`src/rtl/int_pe_col_drain.sv`:
```
// -----------------------------------------------------------------------------
// int_pe_col_drain
//
// Bottom-edge result collector for a strip of int_pe columns. Each column's
// 24-bit partial sum leaves the array one cycle later than the column to its
// left. This block delays the earlier columns so a whole array row lines up,
// then buffers the aligned rows in a small registered FIFO that drains
// through a valid/ready stream.
//
// The array cannot be stalled. A row that finds the FIFO full (with no pop
// in the same cycle) is dropped, and the sticky overflow_out flag is raised.
//
// Optional feature (compile-time macro INT_PE_DRAIN_RELU_EN):
//   When it is defined, each column slice is read as signed two's complement
//   and clamped to zero if negative as the row is written into the FIFO.
//   When it is undefined, data passes through bit-exact.
// -----------------------------------------------------------------------------
module int_pe_col_drain #(
   parameter int NUM_COLS      = 4,   // PE columns drained (>= 2)
   parameter int ADD_BIT_WIDTH = 24,  // width of one column partial sum
   parameter int DEPTH         = 4    // FIFO depth in rows (power of 2, >= 2)
) (
   input  logic                              clk,
   input  logic                              rst,
   input  logic                              psum_valid_in,
   input  logic [NUM_COLS*ADD_BIT_WIDTH-1:0] bottom_in,
   input  logic                              out_ready,
   input  logic                              overflow_clr_in,
   output logic                              out_valid,
   output logic [NUM_COLS*ADD_BIT_WIDTH-1:0] out_data,
   output logic [$clog2(DEPTH):0]            fifo_count,
   output logic                              overflow_out
);

   localparam int W   = ADD_BIT_WIDTH;
   localparam int RW  = NUM_COLS * ADD_BIT_WIDTH;
   localparam int AW  = $clog2(DEPTH);
   localparam int CW  = AW + 1;
   localparam int VSR = NUM_COLS - 1;   // valid pipeline length

   typedef logic [RW-1:0] row_t;

   // ---------------------------------------------------------------------------
   // Deskew
   // Column c is delayed by NUM_COLS-1-c registers, so every column of a row
   // reaches the FIFO input in the same cycle as the last column. The last
   // column needs no delay and is used directly.
   // ---------------------------------------------------------------------------
   row_t         aligned_row;
   logic         aligned_valid;
   logic [VSR-1:0] vld_sr;

   for (genvar c = 0; c < NUM_COLS - 1; c++) begin : g_col
      localparam int L = NUM_COLS - 1 - c;
      logic [W-1:0] sr [L];

      // Per-column delay line; stage 0 samples the column, later stages shift.
      // NOTE: state registers use non-blocking (<=) assignments so that every
      // stage samples its predecessor's pre-edge value; blocking assignments
      // here would collapse the delay line into a single register.
      always_ff @(posedge clk or negedge rst) begin
         if (!rst) begin
            for (int i = 0; i < L; i++) sr[i] <= '0;
         end else begin
            sr[0] <= bottom_in[c*W +: W];
            for (int i = 1; i < L; i++) sr[i] <= sr[i-1];
         end
      end

      assign aligned_row[c*W +: W] = sr[L-1];
   end

   assign aligned_row[(NUM_COLS-1)*W +: W] = bottom_in[(NUM_COLS-1)*W +: W];

   // Row strobe travels alongside column 0 through a NUM_COLS-1 stage pipe.
   always_ff @(posedge clk or negedge rst) begin
      if (!rst) vld_sr <= '0;
      else      vld_sr <= (vld_sr << 1) | VSR'(psum_valid_in);
   end

   assign aligned_valid = vld_sr[VSR-1];

   // ---------------------------------------------------------------------------
   // Optional ReLU clamp on the aligned row (combinational, no extra latency)
   // ---------------------------------------------------------------------------
   row_t wr_row;

`ifdef INT_PE_DRAIN_RELU_EN
   // Zero any column slice whose sign bit is set.
   always_comb begin
      wr_row = aligned_row;
      for (int c = 0; c < NUM_COLS; c++) begin
         if (aligned_row[c*W + W - 1]) wr_row[c*W +: W] = '0;
      end
   end
`else
   assign wr_row = aligned_row;
`endif

   // ---------------------------------------------------------------------------
   // Row FIFO: registered storage, no fall-through
   // ---------------------------------------------------------------------------
   row_t            mem [DEPTH];
   logic [AW-1:0]   wr_ptr;
   logic [AW-1:0]   rd_ptr;
   logic [CW-1:0]   count;
   logic [CW-1:0]   count_nxt;
   logic            empty;
   logic            full;
   logic            pop;
   logic            push;
   logic            drop;

   assign empty = (count == '0);
   assign full  = (count == CW'(DEPTH));

   // A pop frees a slot in the same cycle, so a full FIFO still accepts a row
   // when the head is being taken.
   assign pop   = !empty && out_ready;
   assign push  = aligned_valid && (!full || pop);
   assign drop  = aligned_valid && !push;

   // Next occupancy; simultaneous push and pop leave it unchanged.
   always_comb begin
      // NOTE: always_comb outputs get a default before any branch so that no
      // path leaves them unassigned, which would otherwise infer a latch.
      count_nxt = count;
      case ({push, pop})
         2'b10:   count_nxt = count + CW'(1);
         2'b01:   count_nxt = count - CW'(1);
         default: count_nxt = count;
      endcase
   end

   // Pointers and occupancy; the pointers wrap naturally because DEPTH is a
   // power of two.
   always_ff @(posedge clk or negedge rst) begin
      if (!rst) begin
         wr_ptr <= '0;
         rd_ptr <= '0;
         count  <= '0;
      end else begin
         if (push) wr_ptr <= wr_ptr + AW'(1);
         if (pop)  rd_ptr <= rd_ptr + AW'(1);
         count <= count_nxt;
      end
   end

   // Row storage write port.
   // NOTE: the storage array is deliberately not reset. Emptiness is tracked
   // by count alone, and out_data is forced to zero while empty, so stale
   // contents are never visible. Leaving the array unreset lets it map onto
   // plain RAM or flops without reset.
   always_ff @(posedge clk) begin
      if (push) mem[wr_ptr] <= wr_row;
   end

   // Sticky drop flag; a drop in the same cycle as a clear keeps it set.
   always_ff @(posedge clk or negedge rst) begin
      if (!rst)                 overflow_out <= 1'b0;
      else if (drop)            overflow_out <= 1'b1;
      else if (overflow_clr_in) overflow_out <= 1'b0;
   end

   assign out_valid  = !empty;
   assign out_data   = empty ? '0 : mem[rd_ptr];
   assign fifo_count = count;

endmodule

```
`config.mk`:
```
export PLATFORM = sky130hd
export DESIGN_NAME = int_pe_col_drain
export DESIGN_NICKNAME = d
export VERILOG_FILES = /design/src/rtl/int_pe_col_drain.sv
export SDC_FILE = /design/constraint.sdc
export NUM_CORES = 1
export LEC_CHECK = 0
export BUFFER_PORTS_ARGS = -buffer_cell sky130_fd_sc_hd__buf_4
export CORE_MARGIN = 8
export CORE_UTILIZATION = 62
export DETAILED_ROUTE_END_ITERATION = 8
export PLACE_DENSITY = 0.83
export RECOVER_POWER = 100
export SETUP_SLACK_MARGIN = 0.4
export SLEW_MARGIN = 20
export SYNTH_ARGS = -nofsm -noshare
export SYNTH_HDL_FRONTEND = slang
export SYNTH_SLANG_ARGS = --single-unit
```
`constraint.sdc`:
```
create_clock -name clk -period 8.7 [get_ports clk]
set_input_delay 0.87 -clock clk [delete_from_list [all_inputs] [get_ports clk]]
set_output_delay 0.87 -clock clk [all_outputs]
set_load 0.02 [all_outputs]
```
Word level (Yosys, flattened, before mapping)
Memories as Yosys holds them, arrays and structs flattened.
Index checks and enable logic that the tools add are counted.
{"block": "op_classes", "add_sub_neg": 4, "n_mul": 0, "div_mod_pow": 0, "n_lt_le_gt_ge": 0, "eq_ne": 3, "shifts": 0, "n_mux": 6, "bitwise": 1, "n_reduce_logical": 10}
{"op": "two-way mux 96 bit", "count": 1}
{"op": "case mux 3 bit (2 select lines)", "count": 1}
{"op": "adder 2 x 1 -> 2 bit, second input constant", "count": 2}
{"op": "two-way mux 1 bit", "count": 4}
{"op": "nonzero test 2 bit", "count": 2}
{"op": "adder 3 x 1 -> 3 bit, second input constant", "count": 1}
{"op": "== test 3 bit, second input constant", "count": 1}
{"op": "logical AND 1 bit", "count": 3}
{"op": "zero test 1 bit", "count": 3}
{"op": "zero test 3 bit", "count": 1}
{"op": "bitwise OR 3 x 1 -> 3 bit", "count": 1}
{"op": "subtractor 3 x 1 -> 3 bit, second input constant", "count": 1}
{"op": "== test 2 x 1 -> 1 bit, second input constant", "count": 1}
{"op": "== test 2 bit, second input constant", "count": 1}
{"op": "logical OR 1 bit", "count": 1}
{"block": "word_totals", "ff_bits": 155, "latchBits": 0, "ramBits": 384, "rom_bits": 0, "inputBits": 101, "elab_cells": 36, "n_memories": 1}
{"memory": "mem", "words": 4, "word_bits": 96, "read_ports": 1, "rd_ports_with_merged_regs": 0, "wr": 1, "line": "103", "source": "row_t mem [DEPTH];"}

Logic depth before layout (Yosys ltp)
Gate-level depths: netlist of the first run.
{"block": "logic_depth", "word_depth": 8, "depth_mapped": 9, "ltp_nobuf": 9}

Least setup slack after synthesis of the first run
OpenSTA, ideal clock, no wires.
{"block": "synth_path", "path_kind": "input -> register", "startpoint": "input out_ready", "endpoint": "memory mem[0][0] in the netlist's numbering, enable pin", "t_arrival_ns": 3.509, "required_ns": 8.234, "path_slack_ns": 4.725, "stages": 3, "n_path_buf": 0, "cell_sequence": "nor4b_1 > nor2b_1 > and2_1"}
{"block": "synth_via", "elab_chain_cells": 5}
{"element": "from (decl)", "line": "27", "source": "input logic out_ready,"}
{"element": "logical AND 1 bit", "line": "119", "source": "assign pop = !empty && out_ready;"}
{"element": "logical OR 1 bit", "line": "120", "source": "assign push = aligned_valid && (!full || pop);"}
{"element": "logical AND 1 bit", "line": "120"}
{"element": "two-way mux 1 bit", "line": "155", "source": "if (push) mem[wr_ptr] <= wr_row;"}
{"element": "two-way mux 1 bit (not written as such)", "line": "155"}
{"element": "to (decl)", "line": "103"}
No other way between the ends.

Worst setup path in the final report of the first run
{"block": "layout_path", "startpoint": "register count[2] (netlist: fifo_count[2])", "endpoint": "memory mem[3][61] in the netlist's numbering, enable pin"}
{"block": "layout_via", "elab_chain_cells": 7, "elab_cells_between_ends": 9, "classes_between": "1 x eq/ne; 2 x mux; 6 x reduce/logical"}
{"element": "from (decl)", "line": "106", "source": "logic [CW-1:0] count;"}
{"element": "from (signal assigned)", "line": "145", "source": "count <= count_nxt;"}
{"element": "zero test 3 bit", "line": "114", "source": "assign empty = (count == '0);"}
{"element": "zero test 1 bit", "line": "119"}
{"element": "logical AND 1 bit", "line": "119"}
{"element": "logical OR 1 bit *", "line": "120"}
{"element": "logical AND 1 bit *", "line": "120"}
{"element": "two-way mux 1 bit *", "line": "155"}
{"element": "two-way mux 1 bit (not written as such) *", "line": "155"}
Every way passes the cells marked *; elsewhere a longest branch is shown, timed or not.

==> run summary, run 1 <==
# rows - 63
Setup CP Type - flip-flop to flip-flop
WHS Endpoint - aligned_row[42]$_DFF_PN0_
Gr usage total - 0.1963
WL/cell - 23.88 microns
Largest net degree at the start of global routing - 100
Clk slew on worst S/H paths - 60 ps
Vias - 8299
Leak - 7.856 nW
Placed cell count - 1363
Nets - 1132
EDFF count, synth - 384
Flops & latches, synth - 539
Mapped Area - 18610 sq um
Worst setup path start - fifo_count[2]$_DFFE_PN0P_
# DRC - 0
Seq pwr share - 0.437
FFs w/ async S/R, synth - 0.2876
Status - finished, violations left
Port Buffers - 201
GR Overflow Total - 0
Max stage delay on crit path - 2830 ps
Routed Antenna Nets - 0
Routed WL - 34.75 mm
Fin Hold WS - 345.3 ps
Sequential area share after synthesis - 0.8281
Switching Share - 0.3061
Cell variety after synth - 22
Antenna diodes - 0
Worst path required time - 8860 ps
Slowest-stage cell, CP - and2_0
Chip height - 189.2 microns
Peak Freq - 187.5 MHz
Die area - 35810 sq um
RePlAce Congestion - 0.7207
Fin cells - 1455
R2R Setup Slk - 3370 ps
Worst Clk Skew - 16.81 ps
Drt initial violations - 651
CTS Buf Count - 49
Worst Hold Class - flip-flop to flip-flop
Final Slew Violations - 360
Placed cell area - 20500 sq um
Area Overhead vs Synth - 17.63%
Post-DP HPWL - 19.42 mm
Most used DFF post-synth - edfxtp_1
Power Dens Cells - 362.3 nW/um^2
Share of cells above drive strength 1 - 0.3117
Insertion delay to the later sink of the worst-skew pair - 550 ps
FF-to-FF Start - fifo_count[2]$_DFFE_PN0P_
Vias in the first global route - 9096
Syn_area_per_cell - 23.32 sq um
Initial cell density of the core - 0.6278
TNS Setup - 0 ps
Cells along the critical path - nor4b_1, nor2b_1, and2_0, buf_4
Slew headroom - -2.011
Core footprint - 29640 sq um
Setup bufs post-CTS - 0
H-Tree Depth - 2
Setup violations, final - 0
Clock power frac - 0.259
Vias/cell - 5.704
Die X - 189.2 microns
RSZ-0062 raised after global routing - no
Worst-margin pin slew - 4517 ps
Final Hold Fails - 0
Fill count - 1679
Hold-fix buffers, CTS - 0
Yosys warning total - 0
Tmin final - 5332 ps
Failing checks - capacitance limit, slew limit
WP data arrival - 5490 ps
Final period utilization - 0.6129
Comb power frac - 0.304
Hold path cells - 0
Worst R2R Path Depth - 4
Clock buffer depth - 3
Int Power - 0.005502 W
Post-CTS sizing - 0
Post-route cell area - 21890 sq um
Crit start category - flip-flop
NetSw - 0.002427 W
Synth Net Count - 905
Clk root buf - clkbuf_16
# clock sinks - 539
First-pass GRT wire length - 53.24 mm
Worst setup EP type - flip-flop
I/O pin count - 202
CTS tree - done
Gate Count Post-Synth - 798
Worst r2r dst - mem[3][61]$_DFFE_PP_
CP Max Fanout - 49
Max-cap viol count - 6
Initial antenna violation count - 1
Peak supply drop - 0.3746 mV
Drt first pass iters - 4
Worst min-delay path startpoint - g_col[1].sr[42]$_DFF_PN0_
==> critical path: cells and delay by family (launching register included) <==
family | cells | cell delay [ps]
flip-flops | 1 | 440
buffers and inverters | 1 | 950
AND/OR/NAND/NOR | 3 | 3530
==> stage by stage <==
stage,total power [W],util,worst slack [ps]
after floorplan,0.005010,-,4725
after global placement,0.005929,0.6917,4677
after detailed placement,0.005988,0.6917,4673
after CTS,0.008064,0.7443,4089
after global routing,0.008266,0.7385,2425
final,0.007930,0.7385,3368
==> power by group through the flow <==
stage	sequential [W]	clock, W	combinational, W
2_1_floorplan	0.00336	0	0.00165
3_3_place_gp	0.00346	0	0.00247
3_5_place_dp	0.00349	0	0.00249
4_1_cts	0.00345	0.00209	0.00252
5_1_grt	0.00351	0.00218	0.00258
6_report	0.00346	0.00205	0.00241
==> per-layer routing <==
layer	wire length [microns]	vias to the layer above	track usage
li1	-	3568	-
met3	2253	68	0.04268
met1	13910	4365	0.2575
met5	13	-	0
met2	17820	296	0.3336
met4	752	2	0.05171
==> cells in the mapped netlist (2+ instances only) <==
cell type	number	area, sq um
nand2_1	2	7.510
clkbuf_1	14	52.55
edfxtp_1	384	11530
inv_1	7	26.28
o21ai_0	2	10.01
buf_6	3	33.78
xnor2_1	3	26.28
and2_1	101	631.9
buf_2	14	70.07
xor2_1	3	26.28
ha_1	5	62.56
dfrtp_1	155	3879
mux4_2	96	2162
==> layout make-up <==
cell class,instances,area (sq um),share of cell area
repair buffers,209,1409,0.06436
flip-flops and latches,539,15420,0.7044
inverters,7,26.28,0.001200
clock inverters,12,88.84,0.004059
clock buffers,79,1471,0.06722
multi-input cells,219,2988,0.1365
well taps,390,488.0,0.02229
==> cell usage in the layout (no fill, tap or decap), drive strengths merged <==
cell type    n
fa           1
inv          9
ha           5
nor2         1
and2       101
nand2        2
or3          1
buf         99
xnor2        3
clkbuf     189
nand3        1
nor2b        1
clkinv       9
xor2         3
mux4        96
mux2         1
bufinv       1
edfxtp     384
nor4b        1
o21ai        2
dfrtp      155
==> flip-flops by register name, summed over array words and instances, names as in the netlist <==
name,flops
overflow_out,1
rd_ptr,2
fifo_count,3
aligned_row,48
wr_ptr,2
g_col.sr,96
vld_sr,3
mem,384
==> cell families after synthesis <==
group / Yosys count / synth area share
buffers and inverters: 40 / 0.01130
AND/OR/NAND/NOR: 108 / 0.03597
AO/OA/AOI/OAI: 2 / 0.0005379
flip-flops: 539 / 0.8281
XOR/XNOR: 6 / 0.002825
adder cells (fa/ha/maj): 6 / 0.004438
multiplexers: 97 / 0.1168
==> worst max-delay path by stage <==
stage,end,slack (ps),cells after the start
after CTS,out_data[26],4090,4
final,mem[3][61]$_DFFE_PP_,3370,4
after floorplan,mem[0][0]$_DFFE_PP_,4720,3
after detailed placement,out_data[26],4670,4
after global routing,rd_ptr[1]$_DFFE_PN0P_,2420,1
after global placement,out_data[26],4680,4
Power figures use the tool's default switching activity.
==> run 2, diff against run 1 <==
--- a/config.mk
+++ b/config.mk
@@ -7,9 +7,9 @@
 export LEC_CHECK = 0
 export BUFFER_PORTS_ARGS = -buffer_cell sky130_fd_sc_hd__buf_4
 export CORE_MARGIN = 8
-export CORE_UTILIZATION = 62
+export CORE_UTILIZATION = 58
 export DETAILED_ROUTE_END_ITERATION = 8
-export PLACE_DENSITY = 0.83
+export PLACE_DENSITY = 0.78
 export RECOVER_POWER = 100
 export SETUP_SLACK_MARGIN = 0.4
 export SLEW_MARGIN = 20
==> constraint.sdc (replaced) <==
create_clock -name clk -period 5.13 [get_ports clk]
set_input_delay 0.513 -clock clk [delete_from_list [all_inputs] [get_ports clk]]
set_output_delay 0.513 -clock clk [all_outputs]
set_load 0.02 [all_outputs]
==> run 2 against run 1 <==
Wire length rose by 0.47%; combinational power rose by 74%; critical path depth did not move; count of clock-buffer cells in the layout fell by 19; sequential power rose by 65%; final cell count rose by 1.4%; power rose by 75%; die area rose by 6.3%; hold slack got worse by 330 ps; the flow still finishes with violations (capacitance limit, slew limit); largest power group unchanged; sequential cell count did not move; highest routed layer unchanged.
==> run summary, run 2 (synthesized netlist as in run 1, its figures left out) <==
WP data arrival - 4100 ps (-1390 ps)
RePlAce Congestion - 0.6859 (-4.8%)
FF-to-FF Start - fifo_count[2]$_DFFE_PN0P_
Failing checks - capacitance limit, slew limit
Clk slew on worst S/H paths - 60 ps (about the same)
Worst setup EP type - flip-flop
Die area - 38070 sq um (+6.3%)
Buf/Inv on CP - 1 (unchanged)
GR Overflow Total - 0 (unchanged)
Most frequent cells in the layout - 384 x edfxtp_1, 154 x dfrtp_1, 96 x mux4_2, 92 x buf_4, 82 x and2_0
Worst Clk Skew - 15.13 ps (-1.680 ps)
Most common cell after layout, fill and taps aside - edfxtp_1
# rows - 65 (+3.2%)
Setup CP Type - flip-flop to flip-flop
Largest delay contributor family on the critical path - simple AND/OR/NAND/NOR gates
Max-cap viol count - 5 (-1)
H-Tree Depth - 2 (unchanged)
WL/cell - 23.65 microns (-0.96%)
Tmin final - 3931 ps (-1401 ps)
Final period utilization - 0.7663 (+0.1534)
Post-CTS sizing - 0 (unchanged)
Biggest register - mem
Clock buffer depth - 3 (unchanged)
Final Hold Fails - 0 (unchanged)
Worst-margin pin slew - 2394 ps (-2124 ps)
Chip height - 195.1 microns (+3.1%)
Vias in the first global route - 9236 (+1.5%)
Slowest-stage cell, CP - and2_0
Share of cells above drive strength 1 - 0.3215 (+0.009791)
Max FFs per register - 384 (unchanged)
R2R Setup Slk - 1200 ps (-2170 ps)
Worst Hold Class - input port to asynchronous set/reset pin
Nets - 1139 (+0.62%)
Vias/cell - 5.587 (-2.1%)
Insertion delay to the later sink of the worst-skew pair - 540 ps (about the same)
Status - finished, violations left
First-pass GRT wire length - 54.54 mm (+2.4%)
Peak Freq - 254.4 MHz (+36%)
Gr usage total - 0.1864 (-0.009903)
Peak supply drop - 0.5364 mV (+43%)
Worst r2r dst - mem[3][63]$_DFFE_PP_
Core footprint - 31560 sq um (+6.5%)
Worst path required time - 5300 ps (-3560 ps)
Worst setup path start - fifo_count[2]$_DFFE_PN0P_
Drt initial violations - 443 (-32%)
Largest net degree at the start of global routing - 100 (unchanged)
Setup bufs post-CTS - 0 (unchanged)
Clk root buf - clkbuf_16
CTS Buf Count - 50 (+2.0%)
Leak - 7.984 nW (+1.6%)
Placed cell area - 20580 sq um (+0.39%)
Worst R2R Path Depth - 4 (unchanged)
Drt first pass iters - 4 (unchanged)
CTS tree - done
TNS Setup - 0 ps (unchanged)
Fin Hold WS - 15.77 ps (-329.5 ps)
Routed WL - 34.91 mm (+0.47%)
Max stage delay on crit path - 1830 ps (-1000 ps)
Power Dens Cells - 625.3 nW/um^2 (+73%)
Initial cell density of the core - 0.5897 (-0.03814)
Crit start category - flip-flop
Cells along the critical path - nor4b_1, nor2b_1, and2_0, buf_4
Port Buffers - 201 (unchanged)
Post-route cell area - 22140 sq um (+1.1%)
Final Slew Violations - 127 (-65%)
Slew headroom - -0.5967 (+1.415)
# DRC - 0 (unchanged)
Post-DP HPWL - 20.24 mm (+4.2%)
Die X - 195.1 microns (+3.1%)
Placed cell count - 1382 (+1.4%)
Hold-fix buffers, CTS - 0 (unchanged)
Area Overhead vs Synth - 18.97%
Fin cells - 1476 (+1.4%)
Vias - 8246 (-0.64%)
RSZ-0062 raised after global routing - no
# clock sinks - 539 (unchanged)
CP Max Fanout - 36 (-27%)
Setup violations, final - 0 (unchanged)
Routed Antenna Nets - 0 (unchanged)
I/O pin count - 202 (unchanged)
Initial antenna violation count - 2 (+1)
## run 2: how the worst max path moves through the flow
| stage | slack [ps] | cells after the start | end |
|---|---|---|---|
| final | 1200 | 4 | mem[3][63]$_DFFE_PP_ |
| after global routing | 890 | 4 | mem[3][69]$_DFFE_PP_ |
| after CTS | 1790 | 4 | out_data[41] |
| after detailed placement | 2310 | 5 | mem[0][41]$_DFFE_PP_ |
| after global placement | 2370 | 5 | mem[0][38]$_DFFE_PP_ |
| after floorplan | 1420 | 3 | mem[0][0]$_DFFE_PP_ |
## run 2: per-layer routing
layer,global-route usage,share of wire
met1,0.2424,0.40
met2,0.3226,0.52
met5,0,0.00074
met4,0.03678,0.014
met3,0.04281,0.062
## run 2: area by class of cell
class / instances / area, sq um
fillers: 1925 / 9418
well taps: 402 / 503.0
inverters: 7 / 26.28
diodes: 1 / 2.502
clock buffers: 60 / 1361
flip-flops and latches: 539 / 15410
multi-input cells: 219 / 2998
repair buffers: 215 / 1409
clock inverters: 33 / 424.2
## run 2: where the power goes
part | switching [W] | leakage, nW | total (W) | internal (W)
Combinational | 0.00237 | 1.76 | 0.00420 | 0.00183
Sequential | 0.000261 | 5.33 | 0.00571 | 0.00545
Clock | 0.00153 | 0.893 | 0.00393 | 0.00240
## run 2: metrics by stage
stage / utilization / worst slack, ps / power, W
2_1_floorplan: - / 1425 / 0.008496
3_3_place_gp: 0.6522 / 2370 / 0.01012
3_5_place_dp: 0.6522 / 2305 / 0.01020
4_1_cts: 0.7088 / 1787 / 0.01416
5_1_grt: 0.7015 / 885.9 / 0.01445
6_report: 0.7015 / 1199 / 0.01384
==> run 3, diff against run 2 <==
--- a/config.mk
+++ b/config.mk
@@ -7,9 +7,9 @@
 export LEC_CHECK = 0
 export BUFFER_PORTS_ARGS = -buffer_cell sky130_fd_sc_hd__buf_4
 export CORE_MARGIN = 8
-export CORE_UTILIZATION = 58
+export CORE_UTILIZATION = 52
 export DETAILED_ROUTE_END_ITERATION = 8
-export PLACE_DENSITY = 0.78
+export PLACE_DENSITY = 0.74
 export RECOVER_POWER = 100
 export SETUP_SLACK_MARGIN = 0.4
 export SLEW_MARGIN = 20
==> constraint.sdc (replaced) <==
create_clock -name clk -period 3.3 [get_ports clk]
set_input_delay 0.33 -clock clk [delete_from_list [all_inputs] [get_ports clk]]
set_output_delay 0.33 -clock clk [all_outputs]
set_load 0.02 [all_outputs]
==> run 3 against run 2 <==
The run still ends with capacitance limit, slew limit left; global-route usage decreased by 1.4 points; sequential share of layout area shrank 3.6 points; critical path depth unchanged; largest cell class unchanged; first-iteration DRC count grew 22%; hold slack better by 46 ps; via count up 3.8%; combinational power grew 62%.
==> run summary, run 3 (synthesized netlist as in run 1, its figures left out) <==
Status - finished, violations left
Failing checks - capacitance limit, slew limit
# clock sinks - 539 (unchanged)
Initial antenna violation count - 2 (unchanged)
R2R Setup Slk - 470 ps (-730 ps)
I/O pin count - 202 (unchanged)
First-pass GRT wire length - 55.39 mm (+1.6%)
Fill count - 2291 (+19%)
RePlAce Congestion - 0.6846 (-0.19%)
CTS Buf Count - 52 (+4.0%)
WL/cell - 21.73 microns (-8.1%)
Most common cell after layout, fill and taps aside - edfxtp_1
FF-to-FF Start - fifo_count[2]$_DFFE_PN0P_
Clk slew on worst S/H paths - 60 ps (about the same)
Tmin final - 2906 ps
Worst setup path start - rd_ptr[0]$_DFFE_PN0P_
Final period utilization - 0.8805
# rows - 69 (+6.2%)
Peak supply drop - 0.6192 mV (+15%)
CP Max Fanout - 29 (-19%)
Die X - 205.2 microns (+5.2%)
RSZ-0062 raised after global routing - no
Max FFs per register - 384 (unchanged)
Clock buffer depth - 3 (unchanged)
GR Overflow Total - 0 (unchanged)
Worst path required time - 2970 ps (-2330 ps)
Drt first pass iters - 4 (unchanged)
Gr usage total - 0.1728 (-0.01363)
Worst Clk Skew - 7.563 ps (-7.569 ps)
Placed cell area - 20810 sq um (+1.1%)
Vias - 8557 (+3.8%)
Vias/cell - 5.205 (-6.8%)
Share of cells above drive strength 1 - 0.2933 (-0.02821)
Post-route cell area - 23340 sq um (+5.4%)
Slew headroom - -0.1032 (+0.4935)
CP endpoint - out_data[93]
Max-cap viol count - 1 (-4)
Worst R2R Path Depth - 4 (unchanged)
Routed Antenna Nets - 0 (unchanged)
Area Overhead vs Synth - 25.42%
Die area - 42090 sq um (+11%)
Final Hold Fails - 0 (unchanged)
Clk root buf - clkbuf_16
Power Dens Cells - 930.8 nW/um^2 (+49%)
Antenna diodes - 0 (-1)
Routed WL - 35.72 mm (+2.3%)
Setup violations, final - 0 (unchanged)
Worst-margin pin slew - 1655 ps (-738.9 ps)
Chip height - 205.2 microns (+5.2%)
Worst setup EP type - primary output
Peak Freq - 344.2 MHz
WP data arrival - 2580 ps (-1520 ps)
Crit start category - flip-flop
Biggest register - mem
Most frequent cells in the layout - 384 x edfxtp_1, 153 x dfrtp_1, 99 x dlygate4sd3_1, 96 x mux4_2, 85 x buf_4
Vias in the first global route - 9416 (+1.9%)
Port Buffers - 201 (unchanged)
# DRC - 0 (unchanged)
TNS Setup - 0 ps (unchanged)
Core footprint - 35400 sq um (+12%)
Worst r2r dst - mem[1][39]$_DFFE_PP_
Drt initial violations - 540 (+22%)
Worst Hold Class - input port to flip-flop
Leak - 8.426 nW (+5.5%)
Insertion delay to the later sink of the worst-skew pair - 550 ps (about the same)
Post-DP HPWL - 20.69 mm (+2.2%)
Final Slew Violations - 62 (-51%)
Nets - 1248 (+9.6%)
H-Tree Depth - 2 (unchanged)
CTS tree - done
Largest net degree at the start of global routing - 70 (-30%)
Initial cell density of the core - 0.5257 (-0.06399)
Setup CP Type - flip-flop to primary output
[run 3: per-layer routing]
metal,share of wire,vias to the layer above,global-route usage
met3,0.057,57,0.03242
met1,0.43,4462,0.2412
met2,0.49,235,0.2807
met5,0.00050,-,0
met4,0.019,4,0.04391
li1,-,3799,-
[run 3: area by class of cell]
cell class	count	area, sq um	share of cell area
repair buffers	322	2531	0.1085
clock inverters	23	310.3	0.01330
well taps	461	576.8	0.02472
inverters	7	26.28	0.001126
multi-input cells	219	2999	0.1285
clock buffers	73	1481	0.06348
flip-flops and latches	539	15410	0.6604
[run 3: what timing repair did]
action	4_1_cts	5_1_grt
hold buffers	99	0
endpoints found under the hold margin	229	0
buffers inserted	2	0
endpoints found under the setup margin	61	17
gates resized for setup	0	1
[run 3: critical path, cell delays in order (launching register included)]
cell and delay [ps]:
dfrtp_2 740, buf_12 330, mux4_2 530, and2_0 220, buf_4 180
[run 3: how the worst min path moves through the flow]
stage	startpoint	end	slack [ps]	depth (start not counted)
6_report	out_ready	rd_ptr[1]$_DFFE_PN0P_	60	3
5_1_grt	out_ready	rd_ptr[1]$_DFFE_PN0P_	60	3
4_1_cts	out_ready	rd_ptr[1]$_DFFE_PN0P_	30	3
3_5_place_dp	g_col[0].sr[24]$_DFF_PN0_	aligned_row[0]$_DFF_PN0_	330	0
3_3_place_gp	g_col[1].sr[26]$_DFF_PN0_	aligned_row[26]$_DFF_PN0_	330	0
2_1_floorplan	rst	aligned_row[0]$_DFF_PN0_	30	0
[run 3: through the flow]
stage,hold WS [ps],power (W),std cells,util,worst slack [ps]
final,61.97,0.02172,1644,0.6593,394.3
after global routing,64.83,0.02271,1644,0.6593,222.6
after CTS,34.74,0.02235,1644,0.6678,427.9
after detailed placement,334.7,0.01607,1447,0.5879,907.3
after global placement,332.2,0.01599,1447,0.5879,930.9
after floorplan,34.41,0.01315,798,-,642.6
[run 3: where the power goes]
| group | total [W] | internal [W] | switching, W |
|---|---|---|---|
| clock network | 0.00607 | 0.00368 | 0.00239 |
| logic | 0.00681 | 0.00302 | 0.00379 |
| registers | 0.00884 | 0.00845 | 0.000390 |
